## config.mk

```make
export PLATFORM = sky130hd
export DESIGN_NAME = ram_access_ctrl
export DESIGN_NICKNAME = d
export VERILOG_FILES = /design/src/rtl/ram_access_ctrl.sv
export SDC_FILE = /design/constraint.sdc
export NUM_CORES = 1
export LEC_CHECK = 0
export CELL_PAD_IN_SITES_DETAIL_PLACEMENT = 1
export CELL_PAD_IN_SITES_GLOBAL_PLACEMENT = 2
export CORE_AREA = 2 2 194 139
export DETAILED_ROUTE_END_ITERATION = 10
export DIE_AREA = 0 0 196 141
export PLACE_DENSITY_LB_ADDON = 0.15
export SYNTH_ARGS = -nofsm -noshare
export SYNTH_HDL_FRONTEND = slang
export SYNTH_SLANG_ARGS = --single-unit
export TNS_END_PERCENT = 50
```

## constraint.sdc

```tcl
create_clock -name clk -period 5.7 [get_ports clk]
set_input_delay 1.14 -clock clk [delete_from_list [all_inputs] [get_ports clk]]
set_output_delay 1.14 -clock clk [all_outputs]
set_load 0.005 [all_outputs]
```

## src/rtl/ram_access_ctrl.sv

```systemverilog
// Load/store front end for the word-addressed, byte-strobed data RAM.
// Splits misaligned accesses into two word cycles and extends load data.
module ram_access_ctrl #(
  parameter int ADDR_WIDTH = 10
) (
  input  logic                  clk,
  input  logic                  rst,
  input  logic                  req_valid,
  output logic                  req_ready,
  input  logic                  req_write,
  input  logic [1:0]            req_size,
  input  logic                  req_unsigned,
  input  logic [31:0]           req_addr,
  input  logic [31:0]           req_wdata,
  output logic                  rsp_valid,
  input  logic                  rsp_ready,
  output logic [31:0]           rsp_rdata,
  output logic                  rsp_err,
  output logic                  ram_rd_en,
  output logic                  ram_wr_en,
  output logic [ADDR_WIDTH-1:0] ram_addr,
  output logic [31:0]           ram_wr_data,
  output logic [3:0]            ram_wr_strobe,
  input  logic [31:0]           ram_rd_data
);

  localparam int BYTE_BITS = ADDR_WIDTH + 2;

  typedef enum logic [1:0] {
    IDLE,
    FIRST,
    SECOND,
    RESP
  } state_t;

  state_t r_state;
  state_t w_next;

  logic                  r_write;
  logic [1:0]            r_size;
  logic                  r_unsigned;
  logic [1:0]            r_off;
  logic [ADDR_WIDTH-1:0] r_waddr;
  logic [31:0]           r_wdata;
  logic                  r_err;
  logic                  r_cross;
  logic [31:0]           r_lo;
  logic [31:0]           r_hi;

  logic [2:0]  w_nbytes;
  logic [32:0] w_last;
  logic        w_fault;
  logic        w_cross;
  logic        w_accept;
  logic [3:0]  w_mask;
  logic [31:0] w_dmask;
  logic [7:0]  w_sframe;
  logic [63:0] w_wframe;
  logic [4:0]  w_shamt;
  logic [31:0] w_rsh;
  logic [31:0] w_ext;

  // Byte count of the incoming request; reserved size is faulted below.
  always_comb begin
    w_nbytes = 3'd4;
    case (req_size)
      2'b00:   w_nbytes = 3'd1;
      2'b01:   w_nbytes = 3'd2;
      default: w_nbytes = 3'd4;
    endcase
  end

  // Last byte touched; bit 32 catches wrap past the 32-bit byte space.
  assign w_last  = {1'b0, req_addr} + {30'b0, w_nbytes} - 33'd1;
  assign w_fault = (req_size == 2'b11) ||
                   ((w_last >> BYTE_BITS) != 33'd0);
  assign w_cross = ({1'b0, req_addr[1:0]} + w_nbytes) > 3'd4;
  assign w_accept = (r_state == IDLE) && req_valid;

  // State register.
  always_ff @(posedge clk or posedge rst) begin
    if (rst) begin
      r_state <= IDLE;
    end else begin
      r_state <= w_next;
    end
  end

  // Request capture and read-data buffers.
  always_ff @(posedge clk or posedge rst) begin
    if (rst) begin
      r_write    <= 1'b0;
      r_size     <= 2'b00;
      r_unsigned <= 1'b0;
      r_off      <= 2'b00;
      r_waddr    <= '0;
      r_wdata    <= 32'h0;
      r_err      <= 1'b0;
      r_cross    <= 1'b0;
      r_lo       <= 32'h0;
      r_hi       <= 32'h0;
    end else begin
      if (w_accept) begin
        r_write    <= req_write;
        r_size     <= req_size;
        r_unsigned <= req_unsigned;
        r_off      <= req_addr[1:0];
        r_waddr    <= req_addr[BYTE_BITS-1:2];
        r_wdata    <= req_wdata;
        r_err      <= w_fault;
        r_cross    <= w_cross;
        r_hi       <= 32'h0;
      end
      if (r_state == FIRST && !r_write) begin
        r_lo <= ram_rd_data;
      end
      if (r_state == SECOND && !r_write) begin
        r_hi <= ram_rd_data;
      end
    end
  end

  // Lane masks for the latched size.
  always_comb begin
    w_mask  = 4'b1111;
    w_dmask = 32'hFFFF_FFFF;
    case (r_size)
      2'b00: begin
        w_mask  = 4'b0001;
        w_dmask = 32'h0000_00FF;
      end
      2'b01: begin
        w_mask  = 4'b0011;
        w_dmask = 32'h0000_FFFF;
      end
      default: begin
        w_mask  = 4'b1111;
        w_dmask = 32'hFFFF_FFFF;
      end
    endcase
  end

  // Store data and strobes placed in a two-word frame at the byte offset.
  assign w_shamt  = {r_off, 3'b000};
  assign w_sframe = {4'b0000, w_mask} << r_off;
  assign w_wframe = {32'h0, r_wdata & w_dmask} << w_shamt;
  assign w_rsh    = 32'({r_hi, r_lo} >> w_shamt);

  // Load data truncated to size and extended.
  always_comb begin
    w_ext = w_rsh;
    case (r_size)
      2'b00: begin
        if (r_unsigned) begin
          w_ext = {24'h0, w_rsh[7:0]};
        end else begin
          w_ext = {{24{w_rsh[7]}}, w_rsh[7:0]};
        end
      end
      2'b01: begin
        if (r_unsigned) begin
          w_ext = {16'h0, w_rsh[15:0]};
        end else begin
          w_ext = {{16{w_rsh[15]}}, w_rsh[15:0]};
        end
      end
      default: w_ext = w_rsh;
    endcase
  end

  // Next state and all port outputs.
  always_comb begin
    w_next        = r_state;
    req_ready     = 1'b0;
    rsp_valid     = 1'b0;
    rsp_rdata     = 32'h0;
    rsp_err       = 1'b0;
    ram_rd_en     = 1'b0;
    ram_wr_en     = 1'b0;
    ram_addr      = '0;
    ram_wr_data   = 32'h0;
    ram_wr_strobe = 4'b0000;
    unique case (r_state)
      IDLE: begin
        req_ready = 1'b1;
        if (req_valid) begin
          w_next = w_fault ? RESP : FIRST;
        end
      end
      FIRST: begin
        ram_addr  = r_waddr;
        ram_rd_en = !r_write;
        ram_wr_en = r_write;
        if (r_write) begin
          ram_wr_data   = w_wframe[31:0];
          ram_wr_strobe = w_sframe[3:0];
        end
        w_next = r_cross ? SECOND : RESP;
      end
      SECOND: begin
        ram_addr  = r_waddr + ADDR_WIDTH'(1);
        ram_rd_en = !r_write;
        ram_wr_en = r_write;
        if (r_write) begin
          ram_wr_data   = w_wframe[63:32];
          ram_wr_strobe = w_sframe[7:4];
        end
        w_next = RESP;
      end
      RESP: begin
        rsp_valid = 1'b1;
        rsp_err   = r_err;
        rsp_rdata = (r_write || r_err) ? 32'h0 : w_ext;
        if (rsp_ready) begin
          w_next = IDLE;
        end
      end
    endcase
  end

endmodule

```

Word level (Yosys, flattened, before mapping) --
Cells that the tools add are included.
Storage, ports and cells: memory bits (read-only) 0, RAM bits 0, register bits 116, bits in latches 0, output and inout bits 83, bits of input ports 104, word-level logic and storage cells 68, memories 0
Operators by class: multipliers 0, shift operators 3, multiplexer cells 27, bitwise gates (word level) 1, reductions and logical operators 13, equality and inequality tests 8, add/sub/neg operators 4, div/mod/pow operators 0, magnitude comparators 1
Operators with widths (count):
- $mux 32 | 8
- $pmux 32 s2 | 3
- $shl 32x5->64 | 1
- $shr 64x5->32 | 1
- $add 32x3->33 | 1
- $reduce_bool 33->1 | 1
- $sub 33x1->33 const B | 1
- $and 32x32->32 | 1
- $pmux 10 s2 | 1
- $pmux 4 s2 | 2
- $add 10x1->10 const B | 1
- $mux 4 | 2
- $pmux 2 s4 | 1
- $shl 4x2->8 | 1
- $eq 2x1->1 const B | 3
- $eq 2x2->1 const B | 3
- $logic_not 2->1 | 3
- $mux 1 | 6
- $mux 2 | 3
- $pmux 3 s2 | 1
- $ne 2x2->1 const B | 2
- $add 2x3->3 | 1
- $gt 3x3->1 const B | 1
- $logic_and 1x1->1 | 3
- other kinds (5) | 6

Depth between registers and ports, before layout --
Gate-level depths: netlist of the first run.
word-level depth 9, mapped depth 14, depth with buffers taken out 14

Worst setup path after synthesis of the first run --
Ideal clock, no wire load.
kind input to register, start point input port req_size[1], end point register r_state[1], stages on the path 13, arrival 3680 ps, library setup time 124 ps, path slack 1896 ps, required time 5576 ps, path buffers 0, cells stage by stage inv_1 -> ha_1 -> inv_1 -> ha_1 -> or3b_1 -> a21oi_1 -> and2_4 -> or4b_1 -> a2111o_1 -> a2111oi_2 -> nand4_1 -> nor2_1 -> o21ai_1
Between the ends: word-level cells in the longest chain between the ends 9, elaborated cells between the ends (all ways) 11, those cells by class 2 x add/sub; 2 x eq/ne; 4 x mux; 3 x reduce/logical
Ends and longest elaborated chain:
- start, declared | RTL line 11 | input logic [1:0] req_size,
- $eq 2x1->1 / $logic_not 2->1 (equally long branches) | RTL line 66 | case (req_size)
- $pmux 3 s2 | RTL line 66
- $add 32x3->33 | RTL line 74 | assign w_last = {1'b0, req_addr} + {30'b0, w_nbytes} - 33'd1;
- $sub 33x1->33 | RTL line 74
- $reduce_bool 33->1 | RTL line 76 | ((w_last >> BYTE_BITS) != 33'd0);
- $logic_or 1x1->1 (*) | RTL line 75 | assign w_fault = (req_size == 2'b11) ||
- $mux 2 (*) | RTL line 187 | w_next = w_fault ? RESP : FIRST;
- $mux 2 (*) | RTL line 186 | if (req_valid) begin
- $pmux 2 s4 (*) | RTL line 183 | unique case (r_state)
- end signal, assigned | RTL line 85 | r_state <= w_next;
- end, declared | RTL line 36 | state_t r_state;
Every way passes the cells marked *; elsewhere a longest branch is shown, timed or not. The select of a mux whose other input is x is not followed. A chain may end at the register's enable or synchronous reset.

Final worst setup path of the first run --
start point register r_off[0], end point output port rsp_rdata[28]
Between the ends: word-level cells in the longest chain between the ends 5, elaborated cells between the ends (all ways) 6, those cells by class 1 x shift; 5 x mux
Ends and longest elaborated chain:
- start, declared | RTL line 42 | logic [1:0] r_off;
- start signal, assigned | RTL line 107 | r_off <= req_addr[1:0];
- $shr 64x5->32 (*) | RTL line 147 | assign w_rsh = 32'({r_hi, r_lo} >> w_shamt);
- $mux 32 (on tied branches) | RTL line 161, 154
- $pmux 32 s2 (*) | RTL line 152 | case (r_size)
- $mux 32 (*) | RTL line 213 | rsp_rdata = (r_write || r_err) ? 32'h0 : w_ext;
- $mux 32 (*) | RTL line 183
- end, declared | RTL line 17 | output logic [31:0] rsp_rdata,
Every way passes the cells marked *; elsewhere a longest branch is shown, timed or not.

==> impl_metrics.toml, run 1 <==
[run_status]
status = "completed"

[drt]
via_count = 8138
drtIter0Drc = 518
wl_mm = 31.5
firstDrtPassIters = 5
ant_nets = 0
drc = 0
via_per_inst = 5.61
wl_per_cell_microns = 21.7

[synthesis]
synth_fa_ha_area_frac = 0.0591
syn_nets = 1101
synth_top_family_by_area = "compound AO/OA/AOI/OAI gates"
synthArstFlopShare = 1.00
synth_mux_area_frac = 0.187
ys_seq_area_frac = 0.314
ys_types = 62
ys.flop_type = "dfrtp_1"
synth-seq-cells = 108
synth_xor_area_frac = 0.0173
yosysWarnings = 0
synth_compound_area_frac = 0.214
netlist_area_sq_um = 8600
synth_edf_count = 0
syn_area_per_cell_sq_um = 8.99
synth-simple-area-share = 0.147
synth_cells = 957

[sta]
finalWorstSetupSlack_ns = 1.06
max_clock_freq_ghz = 0.215
tightest_slew_ns = 1.08
rsz0062_at_grt = "false"
setup_viol = 0
hold_violations = 0
finalMaxSlewViolations = 0
relSlewSlack = 0.278
finalCritPeriodShare = 0.814
fin_crit_ns = 4.64
finalClockSkew_ns = 0.00797
setup_tns_ns = 0

[die]
core-area_sq_um = 26000
num_rows = 50
fp.dieW_microns = 196
io_pins = 187
dieArea_sq_um = 27600
initial_utilization = 0.330
die_y_microns = 141

[placed_design]
pre_cts_ws_ns = 0.878
hpwlAfterDp_mm = 23.4
place.gp.congestion = 0.886
io_buffers = 186
place_area_sq_um = 10800

[final_layout]
fin_util = 0.426
finalNetCount = 1249
fin_area_sq_um = 11100
syn_to_final_growth_pct = 28.8
drive_above_1_share = 0.137

[clock_tree]
numCtsBuffers = 9
max-clock-path-buffers = 2
clockRootBuffer = "clkbuf_16"
cts_max_level = 3
clk_pin_slew_ns = 0.08
clock_sinks = 108
clk_latency_ns = 0.37
cts_tree = "built"
cts_resized = 0
cts_setup_buffers = 0
ctsHoldBuffers = 0

[global_routing]
grt_max_degree = 46
grt_first_pass_wirelength_mm = 49.3
grt_usage = 0.231
first_global_vias = 8131
overflow = 0
antenna_found_initial = 2

[power]
leakage_nw = 4.51
powerDensity_nw_per_um2 = 454
finalPower_mw = 5.03
vdd_drop_max_mv = 0.173

[critical_path]
crit_required_ns = 4.56
crit_chain = "buf_4 -> mux4_2 -> a21oi_1 -> nor2_1 -> o21bai_1 -> buf_4 -> a21oi_1 -> clkdlybuf4s50_1"
crit_path_start_kind = "register"
crit_type = "reg -> out"
critPathBufInv = 3
critPathMaxStageDelay_ns = 0.80
crit_slowest_cell = "dfrtp_4"
arrival_ns = 3.50
cp_max_fo = 45
cp_top_family = "buffers and inverters"
cp-end-kind = "primary output"

[hold_path]
hold_class = "reg -> reg"

[run]
maxCapViolCount = 0
logic make-up after synthesis:
group	Yosys count
buffers and inverters	140
muxes	114
and+or+nand+nor	258
DFF	108
adders and majority gates	40
AOI/OAI and AO/OA	280
xor gates and xnor gates	17
per-stage QoR:
step / cells / hold slack, ns
5_1_grt: 1448 / 0.524
2_1_floorplan: 957 / 0.441
4_1_cts: 1448 / 0.482
3_5_place_dp: 1432 / 0.464
6_report: 1450 / 0.477
3_3_place_gp: 1432 / 0.458
cells in the final DEF (no fill, tap or decap), types with 4 or more instances in the layout:
master / count
o211ai_1: 9
nor2b_1: 25
nand2_1: 89
xor2_1: 8
a22oi_1: 23
ha_1: 39
a31oi_1: 8
a211oi_1: 10
clkbuf_16: 9
a22o_1: 40
inv_6: 4
a21oi_1: 77
mux2_2: 76
nor3_1: 11
and3_1: 18
o21ai_0: 58
o21ai_1: 8
and2_1: 7
inv_1: 73
buf_4: 17
mux2i_1: 8
mux4_2: 30
a21o_1: 5
xnor2_1: 9
nand3_1: 18
clkdlybuf4s50_1: 186
dfrtp_1: 106
a32oi_1: 10
nor2_1: 49
nand4_1: 15
o21bai_1: 5
layer usage:
layer | wire [microns] | vias to the layer above | share of wire | track usage
li1 | - | 3810 | - | -
met5 | 0 | - | 0 | 0
met3 | 2170 | 15 | 0.069 | 0.0596
met4 | 212 | 0 | 0.0067 | 0.0335
met2 | 13100 | 240 | 0.42 | 0.333
met1 | 16000 | 4073 | 0.51 | 0.352
worst register-to-register path: cells and delay by family (launching register included):
kind                       cells  cell delay (ns)
DFF                            1             0.43
muxes                          1             0.46
and+or+nand+nor                1             0.91
adders and majority gates      1             0.37
buffers and inverters          2             0.40
cell usage after synthesis, drive strengths merged (5+ instances only):
library cell	instances	area, sq um
nand3	18	90.1
a21oi	78	390
a32oi	10	87.6
nor3	11	55.1
nor2	50	188
xor2	8	70.1
xnor2	9	78.8
mux4	30	676
ha	39	488
buf	12	45.0
dfrtp	108	2700
inv	74	278
mux2i	8	80.1
clkbuf	54	203
a211oi	11	87.6
mux2	76	856
and2	8	52.6
o21bai	5	37.5
and3	18	113
a21o	5	37.5
o211ai	10	80.1
nand4	16	106
a31oi	8	50.1
nand2	90	338
a22o	40	350
a22oi	23	173
o21ai	66	330
nor2b	26	163
flip-flops by register name, summed over array words and instances (netlist names):
name and count:
r_cross 1, r_err 1, r_hi 24, r_lo 32, r_off 2, r_size 2, r_state 2, r_unsigned 1
r_waddr 10, r_wdata 32, r_write 1
power by group:
part / switching, mW / total [mW] / internal, mW
logic: 1.37 / 2.80 / 1.43
registers: 0.448 / 1.59 / 1.14
clock network: 0.319 / 0.635 / 0.316
final timing paths:
check                      startpoint             to  slack, ns  cells after the start
max reg2reg                r_state[1]        r_lo[3]       3.00                      5
min reg2reg                   r_cross        r_cross       0.48                      2
min                           r_cross        r_cross       0.48                      2
max                          r_off[0]  rsp_rdata[28]       1.06                      8
max in group asynchronous         rst       r_off[0]       3.52                      3
min in group asynchronous         rst       r_lo[14]       1.13                      2
cell type report:
cell class	count	area, sq um
Sequential cell	108	2710
Tap cell	338	423
Multi-Input combinational cell	709	5390
Clock inverter	5	42.5
Fill cell	2946	14900
Antenna cell	2	5.00
Inverter	74	280
Clock buffer	11	243
Timing Repair Buffer	203	1990
(Power assumes the default switching activity.)
==> run 2, diff against run 1 <==
Settings changed: CORE_AREA 2 2 194 139 to 2 2 203 145, DIE_AREA 0 0 196 141 to 0 0 205 147.
Clock period 5.7 ns to 4.3 ns, I/O delays scaled along.
==> impl_metrics.toml, run 2 (same netlist as run 1, synthesis figures left out) <==
[run_status]
status = "completed"

[hold_path]
min_to = "r_cross"
hold_depth = 2
worstHoldStart = "r_cross"
hold_class = "reg -> reg"

[power]
vdd_drop_max_mv = 0.240
finalPower_mw = 6.75
powerDensity_nw_per_um2 = 589
leakage_nw = 4.71

[sta]
rsz0062_at_grt = "false"
finalClockSkew_ns = 0.0164
finalCritPeriodShare = 0.939
finalWorstSetupSlack_ns = 0.260
setup_viol = 0
fin_crit_ns = 4.04
tightest_slew_ns = 1.06
setup_tns_ns = 0
hold_violations = 0
holdWs_ns = 0.494
max_clock_freq_ghz = 0.248
relSlewSlack = 0.290
finalMaxSlewViolations = 0

[global_routing]
antenna_found_initial = 0
grt_max_degree = 109
first_global_vias = 8267
grt_first_pass_wirelength_mm = 48.6
overflow = 0
grt_usage = 0.206

[clock_tree]
cts_max_level = 3
cts_setup_buffers = 0
numCtsBuffers = 9
clockRootBuffer = "clkbuf_16"
cts_tree = "built"
clock_sinks = 108
cts_resized = 0
clk_latency_ns = 0.37
max-clock-path-buffers = 2
ctsHoldBuffers = 0
clk_pin_slew_ns = 0.08

[critical_path]
reg2regPathDepth = 5
cp_top_family = "simple AND/OR/NAND/NOR gates"
crit_slowest_cell = "clkdlybuf4s50_1"
crit_path_start_kind = "input pin"
crit_required_ns = 4.51
crit_chain = "clkdlybuf4s50_1 -> inv_1 -> ha_1 -> inv_1 -> ha_1 -> or3b_1 -> a21oi_1 -> and2_4 -> or4b_1 -> a2111o_1 -> a2111oi_2 -> nand4_1 -> nor2_1 -> o21ai_1"
critPathMaxStageDelay_ns = 0.56
rr_endpoint = "r_lo[26]"
cp_max_fo = 3
cp-end-kind = "register"
critPathBufInv = 3
crit_type = "in -> reg"
arrival_ns = 4.24
rrSetupSlack_ns = 1.83
rr_startpoint = "r_state[1]"

[die]
dieArea_sq_um = 30100
die_y_microns = 147
core-area_sq_um = 28400
io_pins = 187
initial_utilization = 0.303
num_rows = 52
fp.dieW_microns = 205

[placed_design]
pre_cts_ws_ns = -0.114
hpwlAfterDp_mm = 23.0
place.gp.congestion = 0.817
io_buffers = 186

[final_layout]
final_cell_mix = "clkdlybuf4s50_1, dfrtp_1, nand2_1, a21oi_1, mux2_2"
diodes = 0
drive_above_1_share = 0.166
syn_to_final_growth_pct = 33.1
finalNetCount = 1287
top_regs = "r_lo: 32 flops, r_wdata: 32 flops, r_hi: 24 flops"
final_common_cell = "clkdlybuf4s50_1"
fin_util = 0.404

[drt]
firstDrtPassIters = 5
drtIter0Drc = 408
via_per_inst = 5.34
drc = 0
via_count = 8155
ant_nets = 0
wl_per_cell_microns = 20.0
wl_mm = 30.5

[run]
maxCapViolCount = 0
[run 2: cell count changes in the layout (fill, tap and decap cells not counted), sizes merged]
cell | previous run | this run
clkinv | 0 | 3
diode | 2 | 0
buf | 17 | 55
clkbuf | 11 | 9
clkinvlp | 1 | 0
[run 2: worst min-delay path, delay by kind of cell, from the launching register on]
| kind | cells | cell delay [ns] |
|---|---|---|
| simple gates | 1 | 0.05 |
| flops | 1 | 0.35 |
| compound gates | 1 | 0.07 |
[run 2: cell type report]
type                            count  area, sq um
Sequential cell                   108         2710
Tap cell                          378          473
Inverter                           74          280
Multi-Input combinational cell    709         5390
Timing Repair Buffer              241         2290
Clock buffer                        9          225
Fill cell                        3267        16900
Clock inverter                      7         88.8
[run 2: report_power, final]
group	switching, mW	leakage, nW	internal [mW]
registers	0.572	1.30	1.52
clock network	0.458	0.153	0.422
logic	1.83	3.25	1.95
total	2.86	4.71	3.89
[run 2: per-stage QoR]
step | instance area [sq um] | std cells
2_1_floorplan | 8600 | 957
3_3_place_gp | 11100 | 1510
3_5_place_dp | 11100 | 1510
4_1_cts | 11500 | 1526
5_1_grt | 11500 | 1526
6_report | 11500 | 1526
[run 2: worst max path at each step]
stage	startpoint	to	slack, ns	depth (start not counted)
finish	req_size[1]	r_err	0.26	14
floorplan	rst	r_cross	0.59	1
detailed placement	req_size[1]	r_err	-0.11	14
global placement	req_size[1]	r_err	-0.02	14
global route	req_size[1]	r_err	0.07	14
CTS	r_off[0]	ram_wr_data[23]	0.26	5
[run 2: per-layer routing]
layer / share of wire / GRT usage / up-vias
met5: 0 / 0 / -
met4: 0.0054 / 0.0266 / 0
met3: 0.040 / 0.0324 / 10
met2: 0.46 / 0.330 / 141
met1: 0.49 / 0.299 / 4124
li1: - / - / 3880
==> run 3, diff against run 2 <==
Settings changed: CAP_MARGIN set to 20.
==> results of run 3 <==
No change in the layout: final DEF, timing and power equal those of run 2.
